## config.mk

```make
export PLATFORM = sky130hd
export DESIGN_NAME = countdown_timer
export DESIGN_NICKNAME = d
export VERILOG_FILES = /design/src/rtl/watch_pkg.sv /design/src/rtl/ModNDownCounter.sv /design/src/rtl/countdown_timer.sv
export SDC_FILE = /design/constraint.sdc
export NUM_CORES = 1
export LEC_CHECK = 0
export CAP_MARGIN = 20
export CORE_UTILIZATION = 42
export CTS_BUF_LIST = sky130_fd_sc_hd__clkbuf_4 sky130_fd_sc_hd__clkbuf_8
export CTS_CLUSTER_SIZE = 8
export DETAILED_ROUTE_END_ITERATION = 8
export GPL_TIMING_DRIVEN = 0
export PLACE_DENSITY = 0.7
export SYNTH_ARGS = -nofsm -noshare
export SYNTH_HDL_FRONTEND = slang
export SYNTH_SLANG_ARGS = --single-unit
```

## constraint.sdc

```tcl
create_clock -name clk -period 2.8 [get_ports clk]
set_input_delay 0.28 -clock clk [delete_from_list [all_inputs] [get_ports clk]]
set_output_delay 0.28 -clock clk [all_outputs]
set_load 0.02 [all_outputs]
```

## src/rtl/watch_pkg.sv

```systemverilog
// Shared types and constants for the watch controller timers.
package watch_pkg;

  typedef logic [3:0] bcd_t;

  typedef enum logic [1:0] {
    IDLE  = 2'd0,
    RUN   = 2'd1,
    PAUSE = 2'd2,
    DONE  = 2'd3
  } state_t;

  localparam bcd_t DIG9_MAX = 4'd9;
  localparam bcd_t DIG6_MAX = 4'd5;

  // Saturate a preset digit so out-of-range BCD never enters the counters.
  function automatic bcd_t clamp_digit(input bcd_t d, input bcd_t max_v);
    return (d > max_v) ? max_v : d;
  endfunction

endpackage

```

## src/rtl/ModNDownCounter.sv

```systemverilog
// One BCD digit of the countdown: loadable, wraps 0 -> MAX on a borrow-in.
module ModNDownCounter
  import watch_pkg::*;
#(
  parameter bcd_t MAX = DIG9_MAX
) (
  input  logic       clk,
  input  logic       reset,
  input  logic       en,
  input  logic       load,
  input  logic [3:0] load_val,
  output logic [3:0] digit,
  output logic       borrow_out,
  output logic       zero
);

  assign zero       = (digit == 4'd0);
  assign borrow_out = en && zero;

  // Digit register: load has priority over the borrow-in decrement.
  always_ff @(posedge clk) begin
    if (!reset) begin
      digit <= 4'd0;
    end else if (load) begin
      digit <= load_val;
    end else if (en) begin
      digit <= zero ? MAX : digit - 4'd1;
    end
  end

endmodule

```

## src/rtl/countdown_timer.sv

```systemverilog
// M:SS.t countdown timer with clock-enable prescaler, done level and alarm pulse.
//
// state | meaning
// IDLE  | preset loaded or re-armed, waiting for start_resume
// RUN   | counting down one digit step per prescaler tick
// PAUSE | stopped mid-count, prescaler phase retained
// DONE  | reached 0:00.0, digits held at zero
module countdown_timer
  import watch_pkg::*;
#(
  parameter int TICK_DIV = 1
) (
  input  logic       clk,
  input  logic       reset,
  input  logic       load,
  input  logic [3:0] set_min0,
  input  logic [3:0] set_sec1,
  input  logic [3:0] set_sec0,
  input  logic [3:0] set_milSec0,
  input  logic       start_resume,
  input  logic       stop,
  output logic [3:0] min0,
  output logic [3:0] sec1,
  output logic [3:0] sec0,
  output logic [3:0] milSec0,
  output logic       running,
  output logic       done,
  output logic       alarm
);

  localparam int PW = (TICK_DIV > 1) ? $clog2(TICK_DIV) : 1;
  localparam logic [PW-1:0] PRESC_LAST = PW'(TICK_DIV - 1);

  state_t        state;
  logic [PW-1:0] presc;
  bcd_t          pre_min0, pre_sec1, pre_sec0, pre_ms0;
  bcd_t          clp_min0, clp_sec1, clp_sec0, clp_ms0;
  bcd_t          ld_min0, ld_sec1, ld_sec0, ld_ms0;
  logic          tick, dec, rearm, ctr_load;
  logic          count_zero, count_one;
  logic          b_ms, b_s0, b_s1, min_borrow_unused;
  logic          z_ms, z_s0, z_s1, z_m;

  assign clp_min0 = clamp_digit(set_min0, DIG9_MAX);
  assign clp_sec1 = clamp_digit(set_sec1, DIG6_MAX);
  assign clp_sec0 = clamp_digit(set_sec0, DIG9_MAX);
  assign clp_ms0  = clamp_digit(set_milSec0, DIG9_MAX);

  // A stop on the tick edge wins: the count freezes along with the prescaler.
  assign tick     = (state == RUN) && (presc == PRESC_LAST);
  assign dec      = tick && !load && !stop;
  assign rearm    = (state == DONE) && start_resume && !load && !stop;
  assign ctr_load = load || rearm;

  assign ld_min0 = load ? clp_min0 : pre_min0;
  assign ld_sec1 = load ? clp_sec1 : pre_sec1;
  assign ld_sec0 = load ? clp_sec0 : pre_sec0;
  assign ld_ms0  = load ? clp_ms0  : pre_ms0;

  assign count_zero = z_m && z_s1 && z_s0 && z_ms;
  assign count_one  = z_m && z_s1 && z_s0 && (milSec0 == 4'd1);

  ModNDownCounter #(.MAX(DIG9_MAX)) u_ms0 (
    .clk(clk), .reset(reset), .en(dec), .load(ctr_load), .load_val(ld_ms0),
    .digit(milSec0), .borrow_out(b_ms), .zero(z_ms)
  );

  ModNDownCounter #(.MAX(DIG9_MAX)) u_sec0 (
    .clk(clk), .reset(reset), .en(b_ms), .load(ctr_load), .load_val(ld_sec0),
    .digit(sec0), .borrow_out(b_s0), .zero(z_s0)
  );

  ModNDownCounter #(.MAX(DIG6_MAX)) u_sec1 (
    .clk(clk), .reset(reset), .en(b_s0), .load(ctr_load), .load_val(ld_sec1),
    .digit(sec1), .borrow_out(b_s1), .zero(z_s1)
  );

  // The count never goes below zero in RUN, so the top borrow never fires.
  ModNDownCounter #(.MAX(DIG9_MAX)) u_min0 (
    .clk(clk), .reset(reset), .en(b_s1), .load(ctr_load), .load_val(ld_min0),
    .digit(min0), .borrow_out(min_borrow_unused), .zero(z_m)
  );

  // Control FSM with prescaler, preset register and registered status outputs.
  always_ff @(posedge clk) begin
    if (!reset) begin
      state    <= IDLE;
      presc    <= '0;
      pre_min0 <= 4'd0;
      pre_sec1 <= 4'd0;
      pre_sec0 <= 4'd0;
      pre_ms0  <= 4'd0;
      running  <= 1'b0;
      done     <= 1'b0;
      alarm    <= 1'b0;
    end else begin
      alarm <= 1'b0;
      if (load) begin
        pre_min0 <= clp_min0;
        pre_sec1 <= clp_sec1;
        pre_sec0 <= clp_sec0;
        pre_ms0  <= clp_ms0;
        presc    <= '0;
        state    <= IDLE;
        running  <= 1'b0;
        done     <= 1'b0;
      end else if (stop) begin
        if (state == RUN) begin
          state   <= PAUSE;
          running <= 1'b0;
        end
      end else begin
        case (state)
          IDLE: begin
            if (start_resume && !count_zero) begin
              state   <= RUN;
              presc   <= '0;
              running <= 1'b1;
            end
          end
          PAUSE: begin
            if (start_resume && !count_zero) begin
              state   <= RUN;
              running <= 1'b1;
            end
          end
          RUN: begin
            presc <= tick ? '0 : presc + PW'(1);
            if (tick && count_one) begin
              state   <= DONE;
              running <= 1'b0;
              done    <= 1'b1;
              alarm   <= 1'b1;
            end
          end
          DONE: begin
            if (start_resume) begin
              state <= IDLE;
              done  <= 1'b0;
            end
          end
          default: state <= IDLE;
        endcase
      end
    end
  end

endmodule

```

==> results list <==
- Clk slew on worst S/H paths: 80 ps
* WP data arrival: 2490 ps
- After legalization and detailed placement, the total HPWL measured 3.25 mm.
- CTS sink count: 38
- Overall routing resource usage: 21.5%
- Unrepaired setup endpoints after global routing: false
- Switching power summed over all nets: 0.338 mW
* Startpoint class of the critical path: register
* Result of the run: finished clean
* Count of fill cells added during filler insertion: 415
* Top post-synthesis cells by count: 38 x sky130_fd_sc_hd__dfxtp_1, 19 x sky130_fd_sc_hd__nor2_1, 16 x sky130_fd_sc_hd__nand2_1
* Post-detailed-route wirelength per cell: 14.2 um
- TritonCTS built the clock tree.
* Critical path start-end classification: reg2reg
* Sequential share of power: 46.4%
- Headroom to the max-slew limit came out at 46.9%.
* Worst-case vdd ir drop: 273 uV
- Instance count of the mapped netlist: 217
* P_int: 0.932 mW
- Entering global routing, the biggest net connects 14 pins.
- In the post-synthesis netlist, the cell with the most instances is sky130_fd_sc_hd__dfxtp_1.
- Total Negative Setup Slacks: 0 ps
- The synthesized netlist occupies a cell area of 1830 sq um.
* CTS H-Tree Depth: 2
* Share of the synthesized area in the top cell type: 41.5%
- Switching part of the total power: 26.6%
* Total power density per cell area: 531 nW/um^2
* Sequential area share after synthesis: 41.5%
- The routed design has 4.44 mm of wire.
- Core region area: 4090 sq um
- In the final layout, the multi-input gates occupy 983 sq um.
- Leading area contributor after synthesis: sky130_fd_sc_hd__dfxtp_1
- Compared with the post-synthesis result, the final layout area differs by 30.4%.
- After detailed routing, the number of remaining DRC violations is 0.
- Cell variety after synth: 49
* Proportion of power drawn by the clock network: 37.1%
* Number of detailed-route iterations in the first pass: 4
- Most area-consuming cells after synthesis: sky130_fd_sc_hd__dfxtp_1 41%, sky130_fd_sc_hd__nor2b_1 5.1%, sky130_fd_sc_hd__nor2_1 3.9%
* Worst setup skew after layout: 4.72 ps
- Of all nets on the critical path, the largest fanout is 5.
* Clk Latency, worst-skew pair: 300 ps
- Of the cells placed in the final design, the portion with a size suffix greater than 1 is 7.98%.
* Final RePlAce weighted congestion: 0.753
- For this design the top-level I/O count stands at 40.
- Via-to-Cell Ratio: 5.49
- For this run, the number of Yosys warnings is 0.
- Initial cell density of the core: 44.9%
- The floorplan has 23 rows.
* Ordered list of cells on the worst path: nor4_1, nor4b_1, nand3_1, xnor2_1, a22o_1
- First-pass GRT wire length: 7.18 mm
* Time the worst path needs with I/O delays and setup: 2300 ps
- The detail route stage leaves a number of antenna-violating nets equal to 0.
- After layout, the worst path uses 82.0% of the clock period.
* Initial antenna violation count: 0
- Port bufs: 38
* Number of global-route vias before repair: 1507
* Post-route standard cell area excluding fillers: 2390 sq um
- GRT Residual Overflow: 0
- Peak clock frequency supported by timing: 436 MHz
- Max-cap violations in this run came to 0.
- CTS resizes: 0
- Counting flops with a built-in enable in the synthesized netlist gives 0.
- The synthesized design contains 38 register bits.
- Combinational cells account for 16.4% of the total power.
- FFs w/ async S/R, synth: 0%
- Cell at the root of the clock tree: sky130_fd_sc_hd__clkbuf_8
- Number of nets produced by synthesis: 238
- Die Height: 68.1 um
* Kind of capture point of the worst setup path: register
* Number of setup violations in the final report: 0
- Violation count after the first detailed-routing iteration: 99
- Number of slew-limit violations in the final report: 0
* Top flip-flop cell by instance count after synthesis: sky130_fd_sc_hd__dfxtp_1
- The tightest min-delay check is of the in2reg type.
- Max stage delay on crit path: 690 ps
* Final layout net count: 283
- Inserted Clock Buffers: 5
* Slew at the pin closest to its max-slew limit: 785 ps
- Post-CTS timing repair inserted 0 buffers for setup.
* Leakage component of the power: 0.911 nW
- The slowest stage of the critical path is the sky130_fd_sc_hd__nor4b_1 cell.
* CTS max path bufs: 2
- Antenna Cells: 0
- Total power draw: 1.27 mW
* Die outline area: 4640 sq um
* Crit path required time: 2990 ps
- Avg Synthesized Cell Area: 8.45 sq um
- Area occupied by registers: 761 sq um
- Total number of vias: 1717
- Once placement finished, the instance area stood at 2280 sq um.
- Die width: 68.1 um
- Fin. Hold Viols: 0
- Hold buffer count at cts: 0
flip-flops by register name, indices dropped and copies added (netlist names):
signal / flops
state: 2
u_ms0.digit: 4
done: 1
pre_min0: 4
alarm: 1
pre_sec0: 4
u_sec0.digit: 4
presc: 1
pre_ms0: 4
running: 1
pre_sec1: 4
u_min0.digit: 4
u_sec1.digit: 4
metrics by stage:
stage	hold WS, ps	std cells	worst slack (ps)	util, %
after detailed placement	420	305	371	55.7
after global placement	414	305	372	55.7
after CTS	184	313	529	58.5
final	187	313	505	58.5
after floorplan	400	217	619	-
after global routing	183	313	299	58.5
cell type report:
type                    count  share of cell area (%)
multi-input cells         158                    41.1
flip-flops and latches     38                    31.8
repair buffers             38                    15.9
clock buffers               5                    2.88
well taps                  50                    2.62
plain buffers              12                    2.35
clock inverters             3                    1.88
inverters                   9                    1.41
cell usage in the layout (no fill, tap or decap), types with 6 or more instances in the layout:
cell type                         netlist  layout
sky130_fd_sc_hd__dfxtp_1               38      38
sky130_fd_sc_hd__inv_1                  9       9
sky130_fd_sc_hd__clkdlybuf4s50_1        0      38
sky130_fd_sc_hd__nand3_1                7       7
sky130_fd_sc_hd__clkbuf_1               9       9
sky130_fd_sc_hd__nor4_1                 6       6
sky130_fd_sc_hd__nor3_1                 7       7
sky130_fd_sc_hd__nor2_1                19      19
sky130_fd_sc_hd__a31oi_1                7       7
sky130_fd_sc_hd__o21ai_0               12      12
sky130_fd_sc_hd__a21oi_1               11      11
sky130_fd_sc_hd__nor2b_1               15      15
sky130_fd_sc_hd__nand2_1               16      16
power by group through the flow:
stage	clock, mW	sequential, mW	combinational (mW)
6_report	0.472	0.589	0.209
3_5_place_dp	0	0.602	0.207
2_1_floorplan	0	0.614	0.105
4_1_cts	0.479	0.589	0.208
3_3_place_gp	0	0.601	0.206
5_1_grt	0.511	0.593	0.228
cells by family (layout without fill, tap and decap cells):
logic type             count (synthesis)  in the layout  share of synthesized area [%]
AO/OA/AOI/OAI                         58             58                           21.8
XOR/XNOR                               5              5                           2.39
buffers and inverters                 21             67                           4.91
flip-flops                            38             38                           41.5
multiplexers                           5              5                           2.86
AND/OR/NAND/NOR                       90             90                           26.5
worst max-delay path: cells and delay by family (launching register included):
kind / cells / cell delay (ps)
DFF: 1 / 360
xor gates and xnor gates: 1 / 200
and+or+nand+nor: 3 / 1390
AOI/OAI and AO/OA: 1 / 230
final timing paths:
| path | end | start | cells past startpoint | slack (ps) |
|---|---|---|---|---|
| max | u_min0.digit[0] | u_sec0.digit[0] | 5 | 500 |
| min | alarm | stop | 2 | 190 |
| max reg2reg | u_min0.digit[0] | u_sec0.digit[0] | 5 | 500 |
| min reg2reg | pre_sec1[3] | pre_sec1[3] | 2 | 440 |
metal layers:
layer	track usage (%)	share of wire, %
met1	28.6	49
met2	32.6	45
met3	6.83	5.2
met4	6.77	1.2
met5	0	0
Power figures use the tool's default switching activity.
==> variant, RTL diff (config.mk and constraints unchanged) <==
Re-encode `state_t` (4 states) as Gray code, 2 bits wide.
--- a/src/rtl/watch_pkg.sv
+++ b/src/rtl/watch_pkg.sv
@@ -4,10 +4,10 @@
   typedef logic [3:0] bcd_t;
 
   typedef enum logic [1:0] {
-    IDLE  = 2'd0,
-    RUN   = 2'd1,
-    PAUSE = 2'd2,
-    DONE  = 2'd3
+    IDLE  = 2'b00,
+    RUN   = 2'b01,
+    PAUSE = 2'b11,
+    DONE  = 2'b10
   } state_t;
 
   localparam bcd_t DIG9_MAX = 4'd9;
Behaviour: same outputs for any inputs over 10 cycles, from zero or initial values and one cycle with reset low; not proved beyond that.
==> variant against the original RTL <==
- the run now ends with design-rule violations left
- global-route usage down 1.2 points
- synthesized area up 7.8%
- clock skew fell by 0.0017 ns
- design area up 4.9%
- sequential cell count did not move
- wire length increased by 8.3%
- setup slack better by 0.053 ns
- total power down 4.5%
- highest routed layer unchanged
==> variant: results (changes against the original RTL) <==
stage;metric;value;unit;change
sta;FMAX;446;MHz;+2.4%
layout;layout cells sized above 1;5.78;%;-2.2 points
logic_synthesis;yosys warns;0;;unchanged
global_route;Tot GR Track Use;20.2;%;-1.2 points
pwr;Lkg Pwr;0.931;nW;+2.2%
layout;nets;303;;+7.1%
setup_path;CP arrival;2.38;ns;-0.11 ns
sta;skew final;0.00303;ns;-0.00169 ns
logic_synthesis;sequential fraction of the synthesis area;38.5;%;-3.0 points
outcome;failing checks;design-rule violations;;
setup_path;R2R Setup Slk;0.56;ns;+0.05 ns
pwr;Pint;0.000876;W;-6.0%
clock_tree;clock tree root driver cell;clkbuf_8;;
clock_tree;H-Tree Depth;2;;unchanged
logic_synthesis;Commonest cells post-synth;38 x dfxtp_1, 27 x nor2_1, 19 x a21oi_1;;
setup_path;max incr delay on CP;0.48;ns;-0.21 ns
layout;n_diodes;0;;unchanged
logic_synthesis;Post-Synthesis Net Count;258;;+8.4%
logic_synthesis;asr flop ratio synth;0;%;unchanged
detailed_routing;Iteration-0 DRC Markers;139;;+40%
global_route;largest net degree at the start of global routing;11;;-3
detailed_routing;drt drc;6;;+6
placed_design;routability congestion estimate;0.808;;+7.4%
placed_design;Post-DP HPWL;3.45;mm;+6.1%
sta;Rel. slew slack;61.2;%;+14 points
global_route;first-pass GRT wire length;7.93;mm;+10%
pwr;worst vdd ir;0.000253;V;-7.3%
global_route;GRT overflow;0;;unchanged
clock_tree;CTS Buf Count;5;;unchanged
detailed_routing;DR pass1 iterations;6;;+2
placed_design;IO buf count;38;;unchanged
placed_design;Placed Area;2420;µm²;+6.4%
clock_tree;worst skew pair latency;0.28;ns;-0.02 ns
min_path;HP Class;in2reg;;
global_route;initial antenna violation count;0;;unchanged
pwr;Clock power frac;30.6;%;-6.5 points
setup_path;Top Family by Delay on Critical Path;simple AND/OR/NAND/NOR gates;;
logic_synthesis;Cell variety after synth;45;;-8.2%
pwr;Comb. pwr;0.000239;W;+14%
outcome;status;finished, violations left;;
clock_tree;PostCTS Resize Cnt;0;;unchanged
layout;filler cell count;431;;+3.9%
clock_tree;clock edge transition at the registers on the reported setup and hold paths;0.07;ns;
setup_path;CP max FO;10;;+5
detailed_routing;via count;1846;;+7.5%
logic_synthesis;top cells by area, synth;dfxtp_1 38%, nor2_1 5.1%, a21oi_1 4.8%, o21ai_0 3.5%, nand2b_1 3.5%;;
clock_tree;Max clock buf depth;2;;unchanged
detailed_routing;wirelength, routed;4.80;mm;+8.3%
placed_design;Placement Setup Slack;0.325;ns;-0.0457 ns
clock_tree;setup bufs post-CTS;0;;unchanged
setup_path;critical path's slowest cell;clkbuf_1;;
global_route;vias in the first global route;1650;;+9.5%
pwr;Clk power;0.000371;W;-21%
==> variant: layout make-up <==
cell class	instances	area (µm²)	share of cell area, %
Tap cell	52	65.1	2.59
Multi-Input combinational cell	175	1140	45.4
Sequential cell	38	761	30.3
Timing Repair Buffer	38	380	15.2
Buffer	10	45.0	1.80
Inverter	9	33.8	1.35
Clock buffer	7	83.8	3.34
==> variant: through the flow <==
stage | std cells | hold WS (ns)
after floorplan | 232 | 0.429
after global placement | 322 | 0.455
after detailed placement | 322 | 0.463
after CTS | 329 | 0.407
after global routing | 329 | 0.428
final | 329 | 0.411
==> variant: kinds of logic after synthesis <==
group | synth area share [%]
buffers and inverters | 3.98
flip-flops | 38.5
adder cells (fa/ha/maj) | 3.16
multiplexers | 2.02
XOR/XNOR | 2.66
AO/OA/AOI/OAI | 21.8
AND/OR/NAND/NOR | 28.0
==> variant: per-layer routing <==
| metal | vias to the layer above | wire [µm] | share of wire [%] | global-route usage [%] |
|---|---|---|---|---|
| met3 | 4 | 178 | 3.7 | 4.84 |
| met4 | 0 | 40 | 0.83 | 6.67 |
| met5 | - | 0 | 0 | 0 |
| met1 | 866 | 2420 | 50 | 27.7 |
| li1 | 924 | - | - | - |
| met2 | 52 | 2160 | 45 | 31.5 |
==> variant: tightest hold or removal path, delay by kind of cell <==
family                 cells  cell delay [ns]
buffers and inverters      1             0.12
AND/OR/NAND/NOR            2             0.19
AO/OA/AOI/OAI              1             0.06
==> variant: final timing paths <==
kind	start	endpoint	cells after the start
setup / recovery	state[0]	u_ms0.digit[0]	6
hold / removal	load	pre_ms0[2]	4
setup reg to reg	state[0]	u_ms0.digit[0]	6
hold reg to reg	pre_sec1[3]	pre_sec1[3]	1
